`src/rtl/opp_dac_arbiter_if.sv`:
```
// -----------------------------------------------------------------------------
// opp_dac_arbiter_if
//   Word-issue handshake between the output-channel arbiter and the DAC
//   instruction queue write port.
//
//   dac_data_out  W_DATA  word being issued (arbiter -> queue)
//   dac_chan_out  W_CH    channel index of dac_data_out (arbiter -> queue)
//   dac_req_out   1       issue request, held until acknowledged
//   dac_ack_in    1       queue accepted the word (queue -> arbiter)
//
//   Modports: master = arbiter side, slave = queue side.
// -----------------------------------------------------------------------------
interface opp_dac_arbiter_if #(
  parameter int W_DATA = 16,
  parameter int W_CH   = 3
);
  logic [W_DATA-1:0] dac_data_out;
  logic [W_CH-1:0]   dac_chan_out;
  logic              dac_req_out;
  logic              dac_ack_in;

  modport master (
    output dac_data_out,
    output dac_chan_out,
    output dac_req_out,
    input  dac_ack_in
  );

  modport slave (
    input  dac_data_out,
    input  dac_chan_out,
    input  dac_req_out,
    output dac_ack_in
  );
endinterface

```
`src/rtl/opp_dac_arbiter.sv`:
```
// -----------------------------------------------------------------------------
// opp_dac_arbiter
//   Shares one DAC instruction-queue write port between N_CH output
//   preprocessor channels. Each channel holds one pending word (newest wins);
//   pending channels are granted round-robin and issued over a req/ack
//   handshake, with a one-cycle request-low gap between words.
//
// Ports
//   clk_in         system clock
//   reset_n_in     synchronous reset, active low
//   data_in        packed channel words, ch i = data_in[i*W_DATA +: W_DATA]
//   data_valid_in  per-channel one-cycle valid strobe
//   chan_en_in     per-channel enable; disabled channels are dropped
//   dac_if         issue handshake (data, chan, req out / ack in)
//   busy_out       high whenever the arbiter is not idle
//   overrun_out    sticky per-channel overwrite flag (OPP_ARB_OVERRUN_EN only)
//
// Configuration
//   OPP_ARB_OVERRUN_EN  when defined, adds overrun_out and its tracking logic.
// -----------------------------------------------------------------------------
module opp_dac_arbiter #(
  parameter int N_CH   = 8,
  parameter int W_DATA = 16,
  parameter int W_CH   = 3
) (
  input  logic                   clk_in,
  input  logic                   reset_n_in,
  input  logic [N_CH*W_DATA-1:0] data_in,
  input  logic [N_CH-1:0]        data_valid_in,
  input  logic [N_CH-1:0]        chan_en_in,
  opp_dac_arbiter_if.master      dac_if,
  output logic                   busy_out
`ifdef OPP_ARB_OVERRUN_EN
  ,
  output logic [N_CH-1:0]        overrun_out
`endif
);

  typedef enum logic [1:0] {
    ST_IDLE,
    ST_ISSUE,
    ST_DONE
  } state_t;

  state_t            r_state;
  logic [W_DATA-1:0] r_word [N_CH];
  logic [N_CH-1:0]   r_pending;
  logic [W_CH-1:0]   r_last_grant;
  logic [W_DATA-1:0] r_data;
  logic [W_CH-1:0]   r_chan;
  logic              r_req;
  logic              r_busy;

  logic [N_CH-1:0]   w_req_mask;
  logic              w_found;
  logic [W_CH-1:0]   w_grant_idx;
  logic              w_grant_now;
  logic [N_CH-1:0]   w_grant_vec;
  int                w_scan;

  assign w_req_mask = r_pending & chan_en_in;

  // Round-robin search starting one past the last granted channel, wrapping
  // N_CH-1 -> 0, so the channel just served has the lowest priority.
  // NOTE: every variable written here gets a default first, so no latch is
  // inferred when the search finds nothing.
  always_comb begin
    w_found     = 1'b0;
    w_grant_idx = '0;
    w_scan      = 0;
    for (int k = 1; k <= N_CH; k++) begin
      w_scan = int'(r_last_grant) + k;
      if (w_scan >= N_CH) w_scan = w_scan - N_CH;
      if (!w_found && w_req_mask[w_scan[W_CH-1:0]]) begin
        w_found     = 1'b1;
        w_grant_idx = w_scan[W_CH-1:0];
      end
    end
  end

  assign w_grant_now = (r_state == ST_IDLE) && w_found;
  assign w_grant_vec = w_grant_now ? (N_CH'(1) << w_grant_idx) : '0;

  // Word storage. A strobe on the channel being granted this edge overwrites
  // the slot only after the grant has read the old word.
  // NOTE: the word slots carry no reset; a slot is only ever read when its
  // pending flag (which is reset) says it holds a valid word.
  always_ff @(posedge clk_in) begin
    for (int i = 0; i < N_CH; i++) begin
      if (chan_en_in[i] && data_valid_in[i]) r_word[i] <= data_in[i*W_DATA +: W_DATA];
    end
  end

  // Pending flags: disable clears, a new strobe sets (and wins over a grant
  // in the same cycle), a grant clears.
  // NOTE: state is updated with non-blocking assignments so every register
  // samples pre-edge values regardless of statement order.
  always_ff @(posedge clk_in) begin
    if (!reset_n_in) begin
      r_pending <= '0;
    end else begin
      for (int i = 0; i < N_CH; i++) begin
        if (!chan_en_in[i])         r_pending[i] <= 1'b0;
        else if (data_valid_in[i])  r_pending[i] <= 1'b1;
        else if (w_grant_vec[i])    r_pending[i] <= 1'b0;
      end
    end
  end

`ifdef OPP_ARB_OVERRUN_EN
  logic [N_CH-1:0] r_overrun;

  // Sticky: a strobe landing on a still-pending word that is not being
  // granted this cycle means the older word is lost.
  always_ff @(posedge clk_in) begin
    if (!reset_n_in) begin
      r_overrun <= '0;
    end else begin
      for (int i = 0; i < N_CH; i++) begin
        if (!chan_en_in[i])
          r_overrun[i] <= 1'b0;
        else if (data_valid_in[i] && r_pending[i] && !w_grant_vec[i])
          r_overrun[i] <= 1'b1;
      end
    end
  end

  assign overrun_out = r_overrun;
`endif

  // Issue FSM with registered outputs. busy follows the next state, so it is
  // high exactly while the registered state is ISSUE or DONE.
  always_ff @(posedge clk_in) begin
    if (!reset_n_in) begin
      r_state      <= ST_IDLE;
      r_last_grant <= W_CH'(N_CH - 1);
      r_data       <= '0;
      r_chan       <= '0;
      r_req        <= 1'b0;
      r_busy       <= 1'b0;
    end else begin
      case (r_state)
        ST_IDLE: begin
          if (w_found) begin
            r_data       <= r_word[w_grant_idx];
            r_chan       <= w_grant_idx;
            r_last_grant <= w_grant_idx;
            r_req        <= 1'b1;
            r_busy       <= 1'b1;
            r_state      <= ST_ISSUE;
          end
        end
        ST_ISSUE: begin
          // Enable changes do not abort an issue; only the ack ends it.
          if (dac_if.dac_ack_in) begin
            r_req   <= 1'b0;
            r_state <= ST_DONE;
          end
        end
        ST_DONE: begin
          r_busy  <= 1'b0;
          r_state <= ST_IDLE;
        end
        default: begin
          r_req   <= 1'b0;
          r_busy  <= 1'b0;
          r_state <= ST_IDLE;
        end
      endcase
    end
  end

  assign dac_if.dac_data_out = r_data;
  assign dac_if.dac_chan_out = r_chan;
  assign dac_if.dac_req_out  = r_req;
  assign busy_out            = r_busy;

endmodule

```
`src/flat_wrapper.sv`:
```
// flat-port wrapper written by rule: the top's interface ports become plain ports
module opp_dac_arbiter_flat 
#(
  parameter int N_CH   = 8,
  parameter int W_DATA = 16,
  parameter int W_CH   = 3
)
  (clk_in, reset_n_in, data_in, data_valid_in, chan_en_in, busy_out, dac_if_dac_data_out, dac_if_dac_chan_out, dac_if_dac_req_out, dac_if_dac_ack_in);
  opp_dac_arbiter_if #(.W_DATA(W_DATA), .W_CH(W_CH)) dac_if_i ();
  input  logic clk_in;
  input  logic reset_n_in;
  input  logic [N_CH*W_DATA-1:0] data_in;
  input  logic [N_CH-1:0] data_valid_in;
  input  logic [N_CH-1:0] chan_en_in;
  output logic busy_out;
  output wire logic [$bits(dac_if_i.dac_data_out)-1:0] dac_if_dac_data_out;
  output wire logic [$bits(dac_if_i.dac_chan_out)-1:0] dac_if_dac_chan_out;
  output wire logic [$bits(dac_if_i.dac_req_out)-1:0] dac_if_dac_req_out;
  input wire logic [$bits(dac_if_i.dac_ack_in)-1:0] dac_if_dac_ack_in;
  assign dac_if_dac_data_out = dac_if_i.dac_data_out;
  assign dac_if_dac_chan_out = dac_if_i.dac_chan_out;
  assign dac_if_dac_req_out = dac_if_i.dac_req_out;
  assign dac_if_i.dac_ack_in = dac_if_dac_ack_in;
  opp_dac_arbiter #(.N_CH(N_CH), .W_DATA(W_DATA), .W_CH(W_CH)) u_core (.clk_in(clk_in), .reset_n_in(reset_n_in), .data_in(data_in), .data_valid_in(data_valid_in), .chan_en_in(chan_en_in), .dac_if(dac_if_i), .busy_out(busy_out));
endmodule
```
`config.mk`:
```
export PLATFORM = sky130hd
export DESIGN_NAME = opp_dac_arbiter_flat
export DESIGN_NICKNAME = d
export VERILOG_FILES = /design/src/rtl/opp_dac_arbiter_if.sv /design/src/rtl/opp_dac_arbiter.sv /design/src/flat_wrapper.sv
export SDC_FILE = /design/constraint.sdc
export NUM_CORES = 1
export LEC_CHECK = 0
export CAP_MARGIN = 25
export CORE_MARGIN = 3
export CORE_UTILIZATION = 51
export DETAILED_ROUTE_END_ITERATION = 12
export PLACE_DENSITY_LB_ADDON = 0.2
export REMOVE_ABC_BUFFERS = 1
export SLEW_MARGIN = 20
export SYNTH_ARGS = -nofsm -noshare
export SYNTH_HDL_FRONTEND = slang
export SYNTH_SLANG_ARGS = --single-unit
```
`constraint.sdc`:
```
create_clock -name clk_in -period 4.32 [get_ports clk_in]
set_input_delay 0.648 -clock clk_in [delete_from_list [all_inputs] [get_ports clk_in]]
set_output_delay 0.648 -clock clk_in [all_outputs]
set_load 0.05 [all_outputs]
```
==> out/results.tsv, run 1 <==
stage	metric	value	unit
die	Die Y	127	microns
synthesis	Netlist cell types	61	
timing	fin crit share	90.4	%
setup_path	delay-heaviest family, CP	compound AO/OA/AOI/OAI gates	
clock_network	CTS Buffer Depth	2	
synthesis	EDFF count, synth	128	
global_route	vias in the first global route	6065	
clock_network	htree depth	4	
synthesis	Post-synth ARST share	0	%
synthesis	Main synth FF type	edfxtp_1	
power_and_ir_drop	Final Total Pwr	0.00664	W
route	Final ANT Viol Nets	0	
placement	HPWL Detailed	15.1	mm
setup_path	CP Cell Sequence	buf_4 -> ha_1 -> xor2_4 -> mux4_2 -> o41ai_1 -> a21o_1 -> a311oi_1 -> a211oi_1	
power_and_ir_drop	Peak supply drop	454	uV
global_route	total grt overflow	0	
status	status	finished clean	
synthesis	Synth Cell Area	7420	sq um
setup_path	r2r worst-path depth	8	
flow_run	MaxCap Viol Count	0	
route	initial drt markers	532	
die	DIE WIDTH	127	microns
route	DRC viols	0	
clock_network	later-pin clock latency in the skew report	0.43	ns
die	core area	14000	sq um
route	vias per cell	6.44	
timing	Worst Clk Skew	0.0123	ns
global_route	first-pass GRT wire length	34.4	mm
synthesis	Cells after Synth	532	
clock_network	post-CTS sizing	0	
die	row cnt	43	
clock_network	CTS Buf Count	17	
clock_network	postcts setup bufs	0	
setup_path	Crit. End Element	register	
synthesis	Yosys reg bits	162	
setup_path	r2r setup slk	0.41	ns
final_layout	fill count	923	
global_route	largest net degree at the start of global routing	48	
route	drt first pass iters	5	
route	total wire length	22.5	mm
synthesis	Avg Synthesized Cell Area	14.0	sq um
die	Initial Util	52.9	%
timing	RSZ-0062 raised after global routing	no	
timing	Final Setup Violations	0	
synthesis	synth warn	0	
worst_hold_path	worst hold start	u_core.dac_if.dac_req_out	
timing	Hold Fails Final Rpt	0	
power_and_ir_drop	leakage power	3.28	nW
setup_path	CP max FO	31	
timing	Setup TNS Final	0	ns
final_layout	share of cells above drive strength 1	14.8	%
power_and_ir_drop	Power per Cell Area	668	nW/um^2
global_route	All-Layer GR Usage	28.4	%
synthesis	largest cells by area after synthesis	edfxtp_1 (52%), dfxtp_1 (9.2%), mux4_2 (4.9%)	
final_layout	nets	853	
route	vias	5776	
setup_path	CP peak stage delay	0.77	ns
clock_network	TritonCTS Sinks	162	
setup_path	CP bufs+invs	1	
placement	GP Congestion	0.938	
clock_network	Worst-path clk slew	0.07	ns
setup_path	R2R Path End	u_core.dac_if.dac_data_out[13]	
setup_path	RR Startpoint	u_core.r_last_grant[0]	
final_layout	Ant. Diodes	0	
die	# IOs	168	
clock_network	Root Buffer	clkbuf_16	
setup_path	crit path max-delay cell type	a21o_1	
setup_path	Worst EP arrival	4.24	ns
synthesis	Synth top area share	51.8	%
setup_path	Worst EP required	4.66	ns
final_layout	Area Overhead vs Synth	33.9	%
timing	Final Max Slew Viols	0	
timing	Final min period	3.91	ns
synthesis	Post-synth top cells	edfxtp_1 (128), dfxtp_1 (34), nor4b_1 (32), nand2_1 (26), a31oi_1 (19)	
synthesis	Seq/Total Area, Yosys	60.9	%
setup_path	WS Path Type	reg -> reg	
worst_hold_path	Hold Crit Depth	2	
synthesis	most common cell in the synthesized netlist	edfxtp_1	
die	die area	16000	sq um
timing	Slew @ Worst Pin	1.11	ns
timing	highest achievable clock rate	256	MHz
worst_hold_path	Min-Delay Endpoint	u_core.dac_if.dac_req_out	
setup_path	CP Launch Type	register	
route	Avg WL per Cell	25.1	microns
clock_network	cts hold-fix bufs	0	
worst_hold_path	Worst Hold Class	reg -> reg	
synthesis	Yosys top cell by area	edfxtp_1	
placement	I/O Buffers	167	
global_route	antenna violations before repair	0	
timing	worst rel slew slack	26.0	%
clock_network	CTS tree	built	
==> worst register-to-register path: cells and delay by family, from the launching register on <==
family | cells | cell delay [ns]
AO/OA/AOI/OAI | 4 | 1.89
adder cells (fa/ha/maj) | 1 | 0.32
multiplexers | 1 | 0.63
XOR/XNOR | 1 | 0.30
buffers and inverters | 1 | 0.32
flip-flops | 1 | 0.35
==> where the power goes <==
part	switching [W]	internal, W	leakage (nW)
Clock	0.000640	0.000862	0.272
Combinational	0.00197	0.00120	1.53
Sequential	0.0000956	0.00187	1.48
==> worst max-delay path by stage <==
stage                           start                             end  slack (ns)  cells past startpoint
3_5_place_dp            chan_en_in[5]  u_core.dac_if.dac_data_out[14]        0.20                      9
2_1_floorplan  u_core.r_last_grant[0]   u_core.dac_if.dac_data_out[0]       -0.90                     10
4_1_cts        u_core.r_last_grant[0]  u_core.dac_if.dac_data_out[13]        0.50                      8
5_1_grt        u_core.r_last_grant[0]  u_core.dac_if.dac_data_out[13]        0.23                      8
3_3_place_gp            chan_en_in[3]   u_core.dac_if.dac_data_out[4]        0.28                     10
6_report       u_core.r_last_grant[0]  u_core.dac_if.dac_data_out[13]        0.41                      8
==> cell families after synthesis <==
kind of cell / share of synthesized area (%)
adders and majority gates: 0.337
DFF: 60.9
AOI/OAI and AO/OA: 16.4
muxes: 8.12
and+or+nand+nor: 9.86
buffers and inverters: 3.56
xor gates and xnor gates: 0.742
==> layout by cell type, fill, tap and decap left out, drive strengths merged, types with 11 or more instances in the layout <==
master	instances
a2111oi	16
a211oi	18
a21oi	11
a311oi	17
a31oi	19
and2	22
buf	30
clkbuf	19
clkdlybuf4s50	167
dfxtp	34
edfxtp	128
inv	13
mux2	18
mux4	16
nand2	26
nand3	12
nor2	14
nor4b	32
o21ai	16
o221ai	17
==> per-layer routing <==
layer | vias to the layer above | share of wire [%] | track usage, %
met2 | 397 | 49 | 45.3
met5 | - | 0 | 0
met4 | 0 | 3.7 | 13.1
li1 | 2528 | - | -
met3 | 63 | 9.2 | 6.95
met1 | 2788 | 39 | 37.1
==> through the flow <==
stage | area, sq um | util, % | hold slack (ns) | instances | worst slack [ns]
after floorplan | 7190 | - | 0.488 | 488 | -0.900
after global placement | 9330 | 66.4 | 0.459 | 863 | 0.284
after detailed placement | 9360 | 66.6 | 0.461 | 865 | 0.202
after CTS | 9940 | 70.8 | 0.469 | 897 | 0.504
after global routing | 9940 | 70.8 | 0.516 | 897 | 0.229
final | 9940 | 70.8 | 0.469 | 897 | 0.413
==> registers in the layout, summed over array words and instances (netlist names) <==
| signal | flops |
|---|---|
| u_core.dac_if.dac_chan_out | 3 |
| u_core.r_word | 128 |
| u_core.dac_if.dac_req_out | 1 |
| u_core.busy_out | 1 |
| u_core.r_state | 2 |
| u_core.dac_if.dac_data_out | 16 |
| u_core.r_pending | 8 |
| u_core.r_last_grant | 3 |
==> area by class of cell <==
| cell class | instances | area, sq um | share of cell area [%] |
|---|---|---|---|
| clock buffers | 19 | 433 | 4.36 |
| clock inverters | 13 | 151 | 1.52 |
| inverters | 9 | 33.8 | 0.340 |
| multi-input cells | 317 | 2640 | 26.5 |
| flip-flops and latches | 162 | 4520 | 45.5 |
| well taps | 180 | 225 | 2.27 |
| repair buffers | 197 | 1940 | 19.5 |
(Power assumes the default switching activity.)
==> inputs of run 2 (changes only) <==
Settings changed: CTS_CLUSTER_DIAMETER from default to 80.
==> results of run 2 <==
Final layout, timing and power as in run 1 (identical DEF).
==> inputs of run 3 (changes only) <==
Settings changed: ABC_CLOCK_PERIOD_IN_PS from default to 4320.
==> results of run 3 <==
Final layout, timing and power as in run 1 (identical DEF).
